[config.mk]
export PLATFORM = sky130hd
export DESIGN_NAME = pipe_ctrl
export DESIGN_NICKNAME = d
export VERILOG_FILES = /design/src/rtl/pipe_ctrl_pkg.sv /design/src/rtl/pipe_ctrl.sv
export SDC_FILE = /design/constraint.sdc
export NUM_CORES = 1
export LEC_CHECK = 0
export ABC_AREA = 1
export CAP_MARGIN = 15
export CORE_MARGIN = 1
export CORE_UTILIZATION = 25
export CTS_BUF_LIST = sky130_fd_sc_hd__clkbuf_4 sky130_fd_sc_hd__clkbuf_8
export DETAILED_ROUTE_END_ITERATION = 8
export GPL_TIMING_DRIVEN = 0
export PLACE_DENSITY = 0.64
export SLEW_MARGIN = 40
export SYNTH_ARGS = -nofsm -noshare
export SYNTH_HDL_FRONTEND = slang
export SYNTH_SLANG_ARGS = --single-unit
[constraint.sdc]
create_clock -name clk -period 4 [get_ports clk]
set_input_delay 0.4 -clock clk [delete_from_list [all_inputs] [get_ports clk]]
set_output_delay 0.4 -clock clk [all_outputs]
set_load 0.01 [all_outputs]
[src/rtl/pipe_ctrl_pkg.sv]
// Shared pipeline-control definitions: controller state encoding, the canonical
// NOP instruction, hold-vector bit positions and the base opcode values used by
// the decode stages.
`timescale 1ns/1ps
package pipe_ctrl_pkg;

  // Controller states.
  typedef enum logic [1:0] {
    StRun     = 2'd0,
    StFlush   = 2'd1,
    StDivWait = 2'd2,
    StBusGnt  = 2'd3
  } pipe_state_e;

  // addi x0, x0, 0
  localparam logic [31:0] NopInstr = 32'h0000_0013;

  // hold vector is {pc, if_id, id_ex}
  localparam int unsigned HoldPcBit   = 2;
  localparam int unsigned HoldIfIdBit = 1;
  localparam int unsigned HoldIdExBit = 0;
  localparam logic [2:0]  HoldAll     = 3'b111;
  localparam logic [2:0]  HoldNone    = 3'b000;

  // Base opcodes (instr[6:0]).
  localparam logic [6:0] OpcOpImm  = 7'h13;
  localparam logic [6:0] OpcOp     = 7'h33;
  localparam logic [6:0] OpcBranch = 7'h63;
  localparam logic [6:0] OpcJalr   = 7'h67;
  localparam logic [6:0] OpcJal    = 7'h6f;

endpackage

[src/rtl/pipe_ctrl.sv]
// Pipeline hazard/redirect controller.
// Arbitrates EX-stage redirects, multi-cycle divides and external bus requests,
// producing PC load, per-stage hold and flush controls.
// Ports:
//   clk, rst_n        clock, asynchronous active-low reset
//   jump_en_i/addr_i  EX taken branch/JAL and its target
//   div_start_i       EX issued a divide; div_done_i result-valid pulse
//   bus_req_i         external master bus request; bus_gnt_o grant (registered)
//   pc_load_o/addr_o  PC redirect
//   hold_o            {pc, if_id, id_ex} stall bits
//   flush_if_id_o     IF/ID loads NOP; flush_id_ex_o ID/EX loads NOP
//   div_err_o         one-cycle divide-timeout pulse
`timescale 1ns/1ps
module pipe_ctrl
  import pipe_ctrl_pkg::*;
#(
  parameter int unsigned FLUSH_CYCLES = 1,
  parameter int unsigned DIV_TIMEOUT  = 64
) (
  input  logic        clk,
  input  logic        rst_n,
  input  logic        jump_en_i,
  input  logic [31:0] jump_addr_i,
  input  logic        div_start_i,
  input  logic        div_done_i,
  input  logic        bus_req_i,
  output logic        bus_gnt_o,
  output logic        pc_load_o,
  output logic [31:0] pc_load_addr_o,
  output logic [2:0]  hold_o,
  output logic        flush_if_id_o,
  output logic        flush_id_ex_o,
  output logic        div_err_o
);

  localparam logic [2:0] FlushLoad = 3'(FLUSH_CYCLES);
  // Last DIV_WAIT cycle index (counter starts at 0 on entry).
  localparam logic [7:0] DivLast   = 8'(DIV_TIMEOUT - 1);

  pipe_state_e state_q, state_d;
  logic [2:0]  flush_cnt_q, flush_cnt_d;
  logic [7:0]  div_cnt_q, div_cnt_d;

  always_ff @(posedge clk or negedge rst_n) begin
    if (!rst_n) begin
      state_q     <= StRun;
      flush_cnt_q <= '0;
      div_cnt_q   <= '0;
    end else begin
      state_q     <= state_d;
      flush_cnt_q <= flush_cnt_d;
      div_cnt_q   <= div_cnt_d;
    end
  end

  always_comb begin
    state_d        = state_q;
    flush_cnt_d    = flush_cnt_q;
    div_cnt_d      = div_cnt_q;
    bus_gnt_o      = 1'b0;
    pc_load_o      = 1'b0;
    pc_load_addr_o = '0;
    hold_o         = HoldNone;
    flush_if_id_o  = 1'b0;
    flush_id_ex_o  = 1'b0;
    div_err_o      = 1'b0;

    unique case (state_q)
      StRun: begin
        if (jump_en_i) begin
          pc_load_o      = 1'b1;
          pc_load_addr_o = jump_addr_i;
          flush_if_id_o  = 1'b1;
          flush_id_ex_o  = 1'b1;
          flush_cnt_d    = FlushLoad;
          state_d        = StFlush;
        end else if (div_start_i) begin
          // Stall starts in the issue cycle so EX keeps the divide.
          hold_o    = HoldAll;
          div_cnt_d = '0;
          state_d   = StDivWait;
        end else if (bus_req_i) begin
          // Leaving BUS_GNT always lands here for a cycle with hold_o clear,
          // so the core retires something between grants.
          state_d = StBusGnt;
        end
      end

      StFlush: begin
        // Covers fetch latency: wrong-path words still arriving get squashed.
        flush_if_id_o = 1'b1;
        if (flush_cnt_q <= 3'd1) begin
          flush_cnt_d = '0;
          state_d     = StRun;
        end else begin
          flush_cnt_d = flush_cnt_q - 3'd1;
        end
      end

      StDivWait: begin
        if (div_done_i) begin
          div_cnt_d = '0;
          state_d   = StRun;
        end else if (div_cnt_q == DivLast) begin
          div_err_o = 1'b1;
          div_cnt_d = '0;
          state_d   = StRun;
        end else begin
          hold_o    = HoldAll;
          div_cnt_d = div_cnt_q + 8'd1;
        end
      end

      StBusGnt: begin
        // Grant is a pure state decode, i.e. registered.
        bus_gnt_o = 1'b1;
        hold_o    = HoldAll;
        if (!bus_req_i) state_d = StRun;
      end

      default: state_d = StRun;
    endcase

    // Reset forces quiet outputs even though RUN decodes inputs combinationally.
    if (!rst_n) begin
      bus_gnt_o      = 1'b0;
      pc_load_o      = 1'b0;
      pc_load_addr_o = '0;
      hold_o         = HoldNone;
      flush_if_id_o  = 1'b0;
      flush_id_ex_o  = 1'b0;
      div_err_o      = 1'b0;
    end
  end

endmodule
==> run_results.csv, run 1 <==
group,metric,value,unit
grt,antenna_found_initial,0,
drt,drc,0,
pwr,sw_frac_of_total,0.397,
critical_path,r2r-start,"div_cnt_q[1]$_DFFE_PN0P_",
drt,wl_per_cell,9.61,µm
drt,first_pass_iters,4,
clock_tree,numCtsBuffers,3,
critical_path,path_max_fanout,14,
sta,relSlewSlack,0.593,
sta,drv_slew,0,
layout,fin_util,0.465,
drt,drt-vias-per-instance,4.13,
layout,drive_above_1_share,0.0797,
pwr,clkPwrFrac,0.162,
clock_tree,cts.clk_slew.worst_paths,0.06,ns
layout,syn2layout_area_growth,75.9,%
flow_run,drv_cap,0,
sta,period_share,0.752,
critical_path,worstPathArrival,2.61,ns
pwr,p_comb_frac,0.572,
clock_tree,cts_buffer_depth,2,
synth,yosysWarnings,0,
clock_tree,cts_tree,"yes",
floorplanning,core_area,0.00441,mm²
placement,port-buffer-count,77,
clock_tree,clk_latency,0.24,ns
placement,dp_hpwl,2650,µm
critical_path,crit_path_start_kind,"input pin",
grt,grt_pass1_vias,1223,
sta,worst_hold_slack,0.540,ns
synth,synth_nets,236,
placement,place.gp.congestion,0.813,
floorplanning,die_h,70.3,µm
critical_path,cp_common_cell,"clkdlybuf4s50_1",
grt,grt_max_degree,15,
grt,grt_busiest_layer,"met2",
synth,syn_area_per_cell,5.98,µm²
drt,num_vias,1354,
critical_path,slowest_stage,"clkdlybuf4s50_1",
sta,final.min_clock_period,3.01,ns
drt,ant_nets,0,
drt,wl,3150,µm
critical_path,crit_path_end_kind,"output port",
critical_path,path_cells,"clkdlybuf4s50_1 -> inv_1 -> nor2_4 -> inv_2 -> buf_6 -> nor2_1 -> clkdlybuf4s50_1",
grt,use_met1,0.146,
floorplanning,io_pins,78,
floorplanning,row_count,24,
critical_path,crit_required,3.60,ns
sta,worstMarginPinSlew,0.608,ns
run_status,status,"finished clean",
pwr,leakage,0.00108,µW
synth,syn-instance-count,195,
sta,fmax,0.332,GHz
pwr,p_per_area,368,mW/mm²
sta,hold_viol,0,
pwr,internal_power,455,µW
grt,grt_util_met3,0.0418,
sta,fin_skew,0.00424,ns
synth,ys_seq_area_frac,0.279,
layout,diodes,0,
floorplanning,die_w,70.3,µm
critical_path,slowest_delay,0.86,ns
layout,design_area,0.00205,mm²
layout,fill_cells,465,
sta,rsz0062_at_grt,"no",
floorplanning,initial_core_util,0.264,
pwr,peakVddDrop,0.000313,V
pwr,seqPwrFrac,0.266,
sta,fin_setup_tns,0,ns
layout,multi_input_area,571,µm²
drt,drt-initial-drc-count,41,
layout,seqCellArea,325,µm²
layout,nets,318,
critical_path,path_class,"in2out",
grt,grt_util_met2,0.224,
pwr,power.switching,300,µW
clock_tree,clock_sinks,13,
synth,ys_ff_latch,13,
sta,setup_violations,0,
synth,synth_cell_types,23,
clock_tree,cts_resized,0,
synth,syn-cell-area,0.00117,mm²
grt,grt_usage,0.126,
grt,grt-ovfl-total,0,
floorplanning,dieArea,0.00494,mm²
clock_tree,cts-hold-fix-buffers,0,
clock_tree,cts_setup_buffers,0,
hold_path,hp-class,"in2async",
critical_path,crit_start,"rst_n",
clock_tree,htree_levels,1,
grt,grt_pass1_wl,5160,µm
placement,postPlaceCellArea,0.00200,mm²
clock_tree,root_buffer,"clkbuf_8",
critical path, delay by kind of cell:
kind | cells | cell delay [ns]
buf+inv | 5 | 1.89
simple gates | 2 | 0.31
area by class of cell:
class / instances / area share
timing repair buffer: 77 / 0.376
multi-input combinational: 119 / 0.278
sequential: 13 / 0.159
inverter: 57 / 0.104
tap: 52 / 0.0317
buffer: 6 / 0.0275
clock buffer: 4 / 0.0238
kinds of logic after synthesis:
group	count (synthesis)	synth area share
flip-flops	13	0.279
adder cells (fa/ha/maj)	3	0.0322
AO/OA/AOI/OAI	13	0.0644
XOR/XNOR	1	0.00751
AND/OR/NAND/NOR	102	0.385
buffers and inverters	63	0.232
per-stage QoR:
step	total power (µW)	setup slack, ns	std cells
after detailed placement	640	0.875	324
after global placement	632	0.888	324
after global routing	818	0.724	328
after CTS	764	0.875	328
final	755	0.992	328
after floorplan	457	2.24	195
synth_stat cells:
master | count | share of area
xor2_1 | 1 | 0.0075
inv_2 | 1 | 0.0032
o21ai_0 | 3 | 0.013
o211ai_1 | 1 | 0.0064
nand2_1 | 31 | 0.10
nor2_2 | 4 | 0.021
ha_1 | 3 | 0.032
buf_6 | 3 | 0.029
o21bai_1 | 1 | 0.0064
nand3_1 | 7 | 0.030
nand3b_1 | 1 | 0.0064
nor2_1 | 44 | 0.14
a22o_1 | 1 | 0.0075
o21ai_1 | 1 | 0.0043
buf_4 | 3 | 0.019
nor3_1 | 3 | 0.013
nor2_4 | 2 | 0.019
inv_1 | 56 | 0.18
a21oi_1 | 5 | 0.021
nand2_2 | 5 | 0.027
o22ai_1 | 1 | 0.0054
dfrtp_1 | 13 | 0.28
nand4_1 | 5 | 0.027
sequential cells by signal, indices dropped and copies added (netlist names):
register,count
div_cnt_q,8
flush_cnt_q,3
state_q,2
power by group through the flow:
stage	Combinational, µW	Sequential, µW	Clock, µW
6_report	432	201	122
5_1_grt	483	205	130
4_1_cts	439	200	125
3_5_place_dp	437	202	0
3_3_place_gp	431	201	0
2_1_floorplan	262	195	0
metal layers:
| layer | routed length (µm) | vias up | part of all wire |
|---|---|---|---|
| met2 | 1410 | 65 | 0.45 |
| met3 | 363 | 0 | 0.12 |
| met4 | 0 | 0 | 0 |
| met1 | 1380 | 563 | 0.44 |
| met5 | 0 | - | 0 |
| li1 | - | 726 | - |
layout by cell type, fill, tap and decap left out, types with 4 or more instances in the layout:
cell type,count
nor2_1,44
nand2_1,31
nand4_1,5
nand3_1,7
clkdlybuf4s50_1,77
nor2_2,4
a21oi_1,5
nand2_2,5
inv_1,56
dfrtp_1,13
path summary, 6_finish.rpt:
| check | to | slack (ns) | cells after the start |
|---|---|---|---|
| max | pc_load_addr_o[29] | 0.99 | 7 |
| min | div_cnt_q[7]$_DFFE_PN0P_ | 0.54 | 1 |
| max reg2reg | div_cnt_q[2]$_DFFE_PN0P_ | 2.63 | 8 |
| min reg2reg | div_cnt_q[1]$_DFFE_PN0P_ | 0.54 | 1 |
| max in group asynchronous | div_cnt_q[6]$_DFFE_PN0P_ | 3.06 | 1 |
| min in group clk | div_cnt_q[1]$_DFFE_PN0P_ | 0.54 | 1 |
(Power assumes the default switching activity.)
==> inputs of run 2 (changes only) <==
PLACE_DENSITY = 0.66   (was 0.64)
clock period = 2.7 ns   (was 4 ns; I/O delays follow)
==> run 2 against run 1 <==
  * Largest power group unchanged
  * Register-to-register slack got worse by 1.3 ns
  * Largest cell class unchanged
  * Setup slack got worse by 0.68 ns
  * Combinational power rose by 47%
  * Highest routed layer is now met4
  * Global-route usage rose by 0.47 points
  * Sequential cell count did not move
  * Final cell count did not move
  * Via count fell by 0.96%
  * Wire length fell by 0.29%
  * First-iteration DRC count fell by 41%
==> run_results.csv, run 2 (same netlist as run 1, synthesis figures left out) <==
group,metric,value,unit
clock_tree,clk_latency,0.25,ns
drt,wl_per_cell,9.58,µm
grt,grt_usage,0.130,
critical_path,path_class,"in2out",
critical_path,r2r_slack,1.35,ns
sta,relSlewSlack,0.600,
floorplanning,die_h,70.3,µm
pwr,finalPower,1120,µW
layout,nets,318,
sta,period_share,0.886,
drt,drt-vias-per-instance,4.09,
floorplanning,row_count,24,
run_status,status,"finished clean",
layout,layout_common_cells,"clkdlybuf4s50_1 (76), inv_1 (56), nor2_1 (44)",
sta,setup_violations,0,
drt,drc,0,
pwr,peakVddDrop,0.000541,V
drt,num_vias,1341,
sta,worstMarginPinSlew,0.600,ns
flow_run,drv_cap,0,
clock_tree,cts.clk_slew.worst_paths,0.06,ns
sta,hold_viol,0,
critical_path,crit_path_start_kind,"input pin",
layout,largest_reg_flops,8,
clock_tree,clock_sinks,13,
clock_tree,root_buffer,"clkbuf_8",
clock_tree,cts_tree,"yes",
layout,fin_util,0.465,
critical_path,crit_path_end_kind,"output port",
clock_tree,cts-hold-fix-buffers,0,
pwr,p_per_area,546,mW/mm²
drt,drt-initial-drc-count,24,
critical_path,worstPathArrival,2.12,ns
clock_tree,htree_levels,1,
sta,fin_setup_tns,0,ns
layout,reg_top3,"div_cnt_q (8), flush_cnt_q (3), state_q (2)",
clock_tree,cts_buffer_depth,2,
critical_path,path_max_fanout,14,
grt,grt_max_degree,15,
pwr,leakage,0.00108,µW
floorplanning,die_w,70.3,µm
sta,final.min_clock_period,2.39,ns
floorplanning,dieArea,0.00494,mm²
grt,grt_pass1_wl,5340,µm
sta,rsz0062_at_grt,"no",
critical_path,r2r-start,"div_cnt_q[1]$_DFFE_PN0P_",
drt,wl,3140,µm
placement,place.gp.congestion,0.797,
layout,fill_cells,466,
drt,first_pass_iters,2,
hold_path,hp-class,"in2async",
placement,dp_hpwl,2650,µm
layout,diodes,0,
placement,port-buffer-count,77,
layout,multi_input_area,571,µm²
floorplanning,io_pins,78,
grt,grt_pass1_vias,1178,
floorplanning,core_area,0.00441,mm²
sta,fin_skew,0.00173,ns
layout,drive_above_1_share,0.0797,
grt,antenna_found_initial,0,
grt,grt-ovfl-total,0,
critical_path,rr_worst_depth,8,
floorplanning,initial_core_util,0.264,
layout,seqCellArea,325,µm²
critical_path,r2r_end,"div_cnt_q[2]$_DFFE_PN0P_",
clock_tree,numCtsBuffers,3,
sta,fmax,0.418,GHz
layout,final_common_cell,"clkdlybuf4s50_1",
layout,regMostFlops,"div_cnt_q",
sta,drv_slew,0,
drt,ant_nets,0,
layout,syn2layout_area_growth,75.9,%
critical_path,crit_required,2.43,ns
==> run 2: worst max path at each step <==
stage	startpoint	end	slack, ns	depth (start not counted)
after floorplan	div_cnt_q[0]$_DFFE_PN0P_	hold_o[1]	1.07	7
after global placement	rst_n	pc_load_addr_o[5]	-0.06	7
after detailed placement	rst_n	pc_load_addr_o[21]	-0.09	7
after CTS	rst_n	pc_load_addr_o[21]	0.17	7
after global routing	rst_n	pc_load_addr_o[21]	0.03	7
final	rst_n	pc_load_addr_o[21]	0.31	7
==> run 2: routing by layer <==
| layer | share of wire | GRT usage | vias up |
|---|---|---|---|
| met4 | 0.0095 | 0.0333 | 0 |
| met1 | 0.42 | 0.157 | 559 |
| li1 | - | - | 727 |
| met3 | 0.086 | 0.0375 | 5 |
| met5 | 0 | 0 | - |
| met2 | 0.48 | 0.225 | 50 |
==> run 2: final cells by class <==
cell class	instances	share of cell area
clock buffers	4	0.0238
inverters	57	0.104
plain buffers	6	0.0275
repair buffers	77	0.376
well taps	52	0.0317
multi-input cells	119	0.278
flip-flops and latches	13	0.159
==> run 2: critical path, cell delays in order <==
cell and delay (ns):
clkdlybuf4s15_1 0.55, inv_1 0.26, nor2_4 0.18, inv_2 0.08, buf_6 0.14, nor2_1 0.09
clkdlybuf4s50_1 0.54
==> run 2: what timing repair did <==
action                                  in CTS  in global routing
endpoints found under the setup margin      30                  1
resized for setup                            1                  1
buffers inserted                             0                  0
==> run 2: power by group <==
group | internal, µW | switching [µW]
Sequential | 248 | 47.5
Clock | 115 | 73.5
Combinational | 312 | 325
==> run 2: through the flow <==
stage	std cells	worst slack, ns	hold WS (ns)	cell area (µm²)
floorplan	195	1.07	-0.0256	1170
global placement	324	-0.0574	0.490	2000
detailed placement	324	-0.0930	0.497	2000
CTS	328	0.173	0.165	2050
global route	328	0.0290	0.159	2050
finish	328	0.308	0.103	2050
